==> src/rtl/conv_layer_sequencer.sv <==
// Top-level sequencer for the conv/max-pool datapath: walks layers and
// channels, launches the conv and pool engines, and guards each engine wait
// with a watchdog. Outputs are decoded from the state register only.
//
//   state        | meaning
//   -------------+-----------------------------------------------------------
//   S_IDLE       | waiting for ready; datapath held in clear
//   S_CLEAR      | one-cycle datapath clear, layer/channel counters zeroed
//   S_CONV_START | one-cycle conv launch for the current channel
//   S_CONV_WAIT  | waiting for conv_done, watchdog running
//   S_POOL_START | one-cycle max-pool launch for the current layer
//   S_POOL_WAIT  | waiting for max_pool_done, watchdog running
//   S_LAYER_END  | one-cycle layer_done pulse, pick next layer or finish
//   S_DONE       | one-cycle done pulse, back to idle
//   S_ERROR      | engine hung; hold datapath in clear until abort
module conv_layer_sequencer #(
  parameter int NUM_LAYERS = 4,
  parameter int MAX_CH     = 8,
  parameter int CH_W       = $clog2(MAX_CH + 1),
  parameter int LAYER_W    = $clog2(NUM_LAYERS + 1),
  parameter int TIMEOUT_W  = 16
) (
  input  logic                  clk,
  input  logic                  rst,
  input  logic                  ready,
  input  logic [LAYER_W-1:0]    cfg_layers,
  input  logic [CH_W-1:0]       num_ch,
  input  logic [NUM_LAYERS-1:0] pool_en,
  input  logic                  conv_done,
  input  logic                  max_pool_done,
  input  logic                  abort,
  output logic                  busy,
  output logic                  dp_rst,
  output logic                  cin,
  output logic                  in_sel,
  output logic                  out_sel,
  output logic                  conv_start,
  output logic                  pool_start,
  output logic [LAYER_W-1:0]    layer_idx,
  output logic [CH_W-1:0]       ch_idx,
  output logic                  layer_done,
  output logic                  done,
  output logic                  error
);

  typedef enum logic [3:0] {
    S_IDLE,
    S_CLEAR,
    S_CONV_START,
    S_CONV_WAIT,
    S_POOL_START,
    S_POOL_WAIT,
    S_LAYER_END,
    S_DONE,
    S_ERROR
  } state_t;

  localparam logic [LAYER_W-1:0] LAYER_CAP = LAYER_W'(NUM_LAYERS);
  localparam logic [CH_W-1:0]    CH_CAP    = CH_W'(MAX_CH);
  // Down-counter load: terminal count (zero) is hit on the
  // (2**TIMEOUT_W-1)-th wait cycle, which is where the hang is declared.
  localparam logic [TIMEOUT_W-1:0] WD_LOAD = {{(TIMEOUT_W-1){1'b1}}, 1'b0};

  state_t                  state_q, state_d;
  logic [LAYER_W-1:0]      layer_q, layer_d;
  logic [CH_W-1:0]         ch_q, ch_d;
  logic [LAYER_W-1:0]      cfg_layers_q, cfg_layers_d;
  logic [CH_W-1:0]         num_ch_q, num_ch_d;
  logic [NUM_LAYERS-1:0]   pool_en_q, pool_en_d;
  logic [TIMEOUT_W-1:0]    wd_q, wd_d;
  logic                    error_q, error_d;
  logic [LAYER_W-1:0]      layers_fix;
  logic [CH_W-1:0]         ch_fix;
  logic                    last_ch;
  logic                    last_layer;
  logic                    pool_here;
  logic                    wd_tc;

  assign layer_idx  = layer_q;
  assign ch_idx     = ch_q;
  assign error      = error_q;
  assign last_ch    = !(ch_q < (num_ch_q - CH_W'(1)));
  assign last_layer = (layer_q == (cfg_layers_q - LAYER_W'(1)));
  assign pool_here  = |(pool_en_q & (NUM_LAYERS'(1) << layer_q));
  assign wd_tc      = (wd_q == '0);

  // Zero/over-range fixup of the run configuration before it is latched.
  always_comb begin
    layers_fix = cfg_layers;
    if (cfg_layers == '0)            layers_fix = LAYER_W'(1);
    else if (cfg_layers > LAYER_CAP) layers_fix = LAYER_CAP;
    ch_fix = num_ch;
    if (num_ch == '0)                ch_fix = CH_W'(1);
    else if (num_ch > CH_CAP)        ch_fix = CH_CAP;
  end

  // State, counters, latched config and sticky error flag.
  always_ff @(posedge clk) begin
    if (!rst) begin
      state_q      <= S_IDLE;
      layer_q      <= '0;
      ch_q         <= '0;
      wd_q         <= '0;
      error_q      <= 1'b0;
      cfg_layers_q <= LAYER_W'(1);
      num_ch_q     <= CH_W'(1);
      pool_en_q    <= '0;
    end else begin
      state_q      <= state_d;
      layer_q      <= layer_d;
      ch_q         <= ch_d;
      wd_q         <= wd_d;
      error_q      <= error_d;
      cfg_layers_q <= cfg_layers_d;
      num_ch_q     <= num_ch_d;
      pool_en_q    <= pool_en_d;
    end
  end

  // Next-state, counter updates and per-state output decode.
  always_comb begin
    state_d      = state_q;
    layer_d      = layer_q;
    ch_d         = ch_q;
    wd_d         = wd_q;
    error_d      = error_q;
    cfg_layers_d = cfg_layers_q;
    num_ch_d     = num_ch_q;
    pool_en_d    = pool_en_q;
    busy         = 1'b0;
    dp_rst       = 1'b0;
    cin          = 1'b0;
    in_sel       = 1'b0;
    out_sel      = 1'b0;
    conv_start   = 1'b0;
    pool_start   = 1'b0;
    layer_done   = 1'b0;
    done         = 1'b0;

    unique case (state_q)
      S_IDLE: begin
        dp_rst = 1'b1;
        if (ready && !abort) begin
          cfg_layers_d = layers_fix;
          num_ch_d     = ch_fix;
          pool_en_d    = pool_en;
          error_d      = 1'b0;
          state_d      = S_CLEAR;
        end
      end
      S_CLEAR: begin
        busy    = 1'b1;
        dp_rst  = 1'b1;
        layer_d = '0;
        ch_d    = '0;
        state_d = abort ? S_IDLE : S_CONV_START;
      end
      S_CONV_START: begin
        busy       = 1'b1;
        cin        = 1'b1;
        conv_start = 1'b1;
        wd_d       = WD_LOAD;
        state_d    = abort ? S_IDLE : S_CONV_WAIT;
      end
      S_CONV_WAIT: begin
        busy = 1'b1;
        cin  = 1'b1;
        if (abort) begin
          state_d = S_IDLE;
        end else if (conv_done) begin
          if (!last_ch) begin
            ch_d    = ch_q + CH_W'(1);
            state_d = S_CONV_START;
          end else begin
            ch_d    = '0;
            state_d = pool_here ? S_POOL_START : S_LAYER_END;
          end
        end else if (wd_tc) begin
          error_d = 1'b1;
          state_d = S_ERROR;
        end else begin
          wd_d = wd_q - TIMEOUT_W'(1);
        end
      end
      S_POOL_START: begin
        busy       = 1'b1;
        cin        = 1'b1;
        in_sel     = 1'b1;
        out_sel    = 1'b1;
        pool_start = 1'b1;
        wd_d       = WD_LOAD;
        state_d    = abort ? S_IDLE : S_POOL_WAIT;
      end
      S_POOL_WAIT: begin
        busy    = 1'b1;
        cin     = 1'b1;
        in_sel  = 1'b1;
        out_sel = 1'b1;
        if (abort) begin
          state_d = S_IDLE;
        end else if (max_pool_done) begin
          state_d = S_LAYER_END;
        end else if (wd_tc) begin
          error_d = 1'b1;
          state_d = S_ERROR;
        end else begin
          wd_d = wd_q - TIMEOUT_W'(1);
        end
      end
      S_LAYER_END: begin
        busy       = 1'b1;
        layer_done = 1'b1;
        if (abort) begin
          state_d = S_IDLE;
        end else if (last_layer) begin
          state_d = S_DONE;
        end else begin
          layer_d = layer_q + LAYER_W'(1);
          state_d = S_CONV_START;
        end
      end
      S_DONE: begin
        busy    = 1'b1;
        done    = 1'b1;
        state_d = S_IDLE;
      end
      S_ERROR: begin
        busy   = 1'b1;
        dp_rst = 1'b1;
        if (abort) state_d = S_IDLE;
      end
      default: state_d = S_IDLE;
    endcase
  end

endmodule

==> config.mk <==
export PLATFORM = sky130hd
export DESIGN_NAME = conv_layer_sequencer
export DESIGN_NICKNAME = d
export VERILOG_FILES = /design/src/rtl/conv_layer_sequencer.sv
export SDC_FILE = /design/constraint.sdc
export NUM_CORES = 1
export LEC_CHECK = 0
export ABC_AREA = 1
export CAP_MARGIN = 30
export CORE_MARGIN = 1.5
export CORE_UTILIZATION = 50
export CTS_CLUSTER_DIAMETER = 30
export CTS_CLUSTER_SIZE = 10
export DETAILED_ROUTE_END_ITERATION = 7
export PLACE_DENSITY = 0.81
export SETUP_SLACK_MARGIN = 0.2
export SKIP_CTS_REPAIR_TIMING = 1
export SYNTH_ARGS = -nofsm -noshare
export SYNTH_HDL_FRONTEND = slang
export SYNTH_SLANG_ARGS = --single-unit
==> constraint.sdc <==
create_clock -name clk -period 2.2 [get_ports clk]
set_input_delay 0.33 -clock clk [delete_from_list [all_inputs] [get_ports clk]]
set_output_delay 0.33 -clock clk [all_outputs]
set_load 0.01 [all_outputs]
Word-level counts from Yosys, hierarchy flattened
Index checks and enable logic that the tools add are counted.
W data, S select, Z words.
Storage, ports and cells
  flip-flop bits (word level): 39
  input bits: 17
  output and inout bits: 17
  logic and storage cells: 105
Operators by class
  add/sub/neg operators: 5
  magnitude comparators: 3
  eq/ne operators: 18
  shift operators: 1
  mux-type cells: 47
  bitwise gates (word level): 1
  reduce and logical (&&, ||, !) cells: 22
Operators with widths (count)
  $mux W16: 5
  $mux W4: 12
  $pmux W16 S3: 1
  $pmux W4 S8: 1
  $mux W3: 8
  $ne A2 B2 Y1 const B: 9
  $eq A4 B3 Y1 const B: 4
  $logic_not A16 Y1: 1
  $sub A16 B1 Y16 const B: 1
  $mux W1: 14
  $eq A4 B2 Y1 const B: 2
  $logic_not A4 Y1: 2
  $pmux W4 S2: 1
  $reduce_or A4 Y1: 2
  $reduce_or A8 Y1: 1
  $mux W2: 3
  $pmux W3 S2: 1
  $reduce_and A3 Y1: 2
  $reduce_and A6 Y1: 1
  $reduce_bool A3 Y1: 2
  $reduce_and A5 Y1: 1
  $add A4 B1 Y4 const B: 1
  $and A4 B4 Y4: 1
  $eq A4 B1 Y1 const B: 1
  other kinds (17): 20

Depth between registers and ports, before layout
  depth in word-level cells: 8
  mapped depth: 12

Least setup slack after synthesis
OpenSTA, ideal clock, no wires.
  path kind: reg2reg
  start point: reg wd_q[0]
  end point: reg wd_q[12]
  arrival time: 1.388 ns
  setup slack: 0.675 ns
  cell stages (with the launch flop): 12
  path buffers: 1
  period minus slack after synthesis: 1.525 ns
  path through: dfxtp_1 -> inv_1 -> ha_1 -> nand2_1 -> nor2_1 -> nand3_1 -> nand2_4 -> inv_1 -> nand2_4 -> buf_6 -> nand2_1 -> a21oi_2
On the way
  word-level cells in the longest chain between the ends: 5
  elaborated cells between the ends (all ways): 8
  classes of those cells: 1 x add/sub; 6 x mux; 1 x reduce/logical
Ends and longest elaborated chain
  start, declared: RTL line 70  | logic [TIMEOUT_W-1:0] wd_q, wd_d;
  start signal, assigned: RTL line 112  | wd_q <= wd_d;
  $sub A16 B1 Y16 / $logic_not A16 Y1 (equally long branches): RTL line 182, 207, 85
  $mux W16 *: RTL line 178, 203
  $mux W16 (on tied branches): RTL line 201, 170
  $mux W16 (on tied branches): RTL line 199, 168
  $pmux W16 S3 *: RTL line 140  | unique case (state_q)
Mark *: on every way between the ends. The rest lies on a longest branch, timed or not. The select of a mux whose other input is x is not followed.
A chain may end at the register's enable or synchronous reset.

Final worst setup path
  start point: reg state_q[2]
  end point: out conv_start
On the way
  word-level cells in the longest chain between the ends: 2
Ends and longest elaborated chain
  start, declared: RTL line 64  | state_t state_q, state_d;
  start signal, assigned: RTL line 109  | state_q <= state_d;
  $eq A4 B2 Y1: RTL line 140
  $mux W1: RTL line 140
  end, declared: RTL line 37  | output logic conv_start,
Every way passes these cells.

==> summary.md <==
| Metric | Value |
|---|---|
| Status | `completed` |
| CP max stage delay | `530 ps` |
| Worst-path clk slew | `~80 ps` |
| DR vias | `2689` |
| Dpl hpwl | `4.709 mm` |
| H-tree Lvls | `2` |
| Placed cells | `just over 500` |
| CTS Buf Count | `5` |
| Worst setup SP type | `flop` |
| Relative slew slack | `68.52%` |
| Reg2reg setup slack | `410 ps` |
| Reg2reg start | `state_q[2]` |
| CP delay by family, top | `buffers and inverters` |
| Synthesized area per cell | `6.419 um^2` |
| Sequential-to-total area share from yosys stat | `29.31%` |
| Gpl congestion | `0.9045` |
| Cell taking the most area after synthesis | `dfxtp_1` |
| Slew Viols, Final | `0` |
| Final instance area | `between 3000 and 4000 um^2` |
| Dpl cell area | `3045 um^2` |
| Worst skew pair latency | `300 ps` |
| Ys async rst share | `0%` |
| Hold Startpoint | `error` |
| # DRC | `0` |
| Hold Vio Cnt, Final | `0` |
| DRT antenna net count | `0` |
| N_diodes | `0` |
| WP buf/inv | `2` |
| Top cell type's share of synthesized area | `29.31%` |
| Synthesized net count | `444` |
| Syn Inst Count | `415` |
| FF+latch count, synth | `39` |
| Crit path required time | `1870 ps` |
| P per Cell Area | `1048 nW/um^2` |
| WL/cell | `approximately 12 um` |
| Worst slew pin tran | `approximately 470 ps` |
| Busiest grt layer | `met2` |
| Number of enable flip-flop cells after synthesis | `0` |
| Ys flop type | `dfxtp_1` |
| Fmax | `~520 MHz` |
| Global-route wire length before repair | `11.12 mm` |
| RSZ-0062 raised after global routing | `no` |
| Total grt overflow | `0` |
| Min-Delay Path Depth | `2` |
| Clock Sinks | `39` |
| Max Clock Skew | `7.052 ps` |
| Initial antenna violation count | `0` |
| Worst min path class | `reg -> reg` |
| 1st-iter DRT viols | `115` |
| Top Ports | `34` |
| CTS tree | `done` |
| Core Util, Final | `63.20%` |
| Drt pass-1 iters | `5` |
| Largest net degree at the start of global routing | `26` |
| Most used standard cell by instance count after synthesis | `nand2_1` |
| FP Rows | `26` |
| FF-to-FF path depth | `7` |
| Met1 GRT Util | `28.04%` |
| Worst path cell trace | `nor2_4 > nand3_4 > inv_2 > clkdlybuf4s50_1` |
| Max VDD drop | `535.8 uV` |
| Warnings, synthesis | `0` |
| IO Port Bufs | `33` |
| Cell Area, Synth | `2664 um^2` |
| Period utilisation layout | `87.33%` |
| Yosys cell types | `33` |
| DR vias/cell | `5.151` |
| Critical path peak fanout | `5` |
| Met2 usage | `41.17%` |
| Crit. End Element | `output port` |
| Die X | `75.99 um` |
| Die footprint | `5774 um^2` |
| Post-route insts no fill | `approximately 520` |
| Setup tns final | `0 ps` |
| Pleak | `~1.6 nW` |
| Number of max-cap violations | `0` |
| CTS Buffer Depth | `2` |
| Fill cells | `476` |
| Layout cells sized above 1 | `13.27%` |
| Final Net Count | `480` |
| Synth top area cells | `dfxtp_1, nand2_1, nor2_1` |
| Core area | `5107 um^2` |
| Setup CP Type | `reg -> out` |
| Crit Reg-Reg Endpoint | `num_ch_q[0]` |
| Total chip power | `around 3.4 mW` |
| WHS Endpoint | `error` |
| Met3 Use GR | `4.671%` |
| Initial Util | `between 50% and 60%` |
| Die Ht | `75.99 um` |
| Drt total wl | `6.363 mm` |
| Area delta synth->final | `21.18%` |
| Arr. time, crit path | `roughly 1600 ps` |
| Final setup vio count | `0` |
| Gr usage total | `23.31%` |
| Synth top cells by count | `nand2_1, nor2_1, inv_1, dfxtp_1, nand3_1` |
| Vias in the first global route | `between 2000 and 3000` |
| Tmin final | `1921 ps` |
| Critical-path top delay cell | `clkdlybuf4s50_1` |
| Root Driver | `clkbuf_8` |
area by class of cell:
type | count | area [um^2] | area share (%)
multi-input cells | 313 | 1655 | 51.28
flip-flops and latches | 39 | 789.5 | 24.46
repair buffers | 39 | 392.9 | 12.17
inverters | 53 | 198.9 | 6.163
clock buffers | 7 | 96.34 | 2.984
well taps | 70 | 87.58 | 2.713
clock inverters | 1 | 7.507 | 0.2326
layout by cell type (no fill, tap or decap), types with 3 or more instances in the layout:
cell / synthesis / layout
nand2_1: 108 / 107
dfxtp_1: 39 / 36
dlymetal6s2s_1: 0 / 7
o21ai_0: 17 / 17
or2_2: 3 / 3
a21oi_1: 16 / 16
nand3b_1: 5 / 5
nor2_1: 59 / 58
nand2_4: 3 / 3
a21oi_2: 11 / 11
nand3_1: 38 / 37
a22oi_1: 3 / 3
clkbuf_8: 0 / 7
inv_2: 4 / 4
clkdlybuf4s50_1: 0 / 26
nor2_4: 0 / 3
nand4_1: 5 / 5
buf_4: 1 / 6
nor3_1: 4 / 3
ha_1: 12 / 12
nor2_2: 7 / 5
inv_1: 48 / 48
nand2_2: 7 / 8
worst reg2reg max path, delay by kind of cell (launching register included):
kind | cells | cell delay, ps
compound gates | 2 | 230
buf+inv | 1 | 120
flops | 1 | 380
simple gates | 4 | 990
routing by layer:
layer  share of wire (%)  wire length (um)
met2                  49              3099
met1                  44              2824
met4                 2.1               134
met5                   0                 0
met3                 4.8               305
cells by family after synthesis:
group                      after synthesis  share of synthesized area [%]
adders and majority gates               12                          5.636
xor gates and xnor gates                 4                          1.315
and+or+nand+nor                        243                          41.29
AOI/OAI and AO/OA                       54                          12.49
buffers and inverters                   63                          9.957
DFF                                     39                          29.31
stage by stage:
| step | worst slack [ps] | hold slack, ps |
|---|---|---|
| 6_report | 278.7 | 455.4 |
| 2_1_floorplan | 674.6 | 453.9 |
| 3_3_place_gp | 361.0 | 439.2 |
| 3_5_place_dp | 337.1 | 446.8 |
| 4_1_cts | 0.04752 | 458.5 |
| 5_1_grt | 207.2 | 477.6 |
flip-flops by register name, indices dropped and copies added, names as in the netlist:
name	cells
layer_idx	3
state_q	4
num_ch_q	4
ch_idx	4
wd_q	16
cfg_layers_q	3
pool_en_q	4
error	1
power by group:
group | switching [mW] | internal [mW] | total [mW]
sequential | 0.131 | 0.827 | 0.958
combinational | 1.13 | 0.747 | 1.88
clock | 0.262 | 0.285 | 0.547
worst max-delay path by stage:
stage / from / end / depth (start not counted)
6_report: state_q[2] / conv_start / 4
5_1_grt: state_q[3] / done / 4
3_3_place_gp: state_q[1] / busy / 6
2_1_floorplan: wd_q[0] / wd_q[12] / 11
3_5_place_dp: state_q[1] / busy / 6
4_1_cts: state_q[1] / busy / 6
No activity file was read; power rests on OpenSTA's default activity.
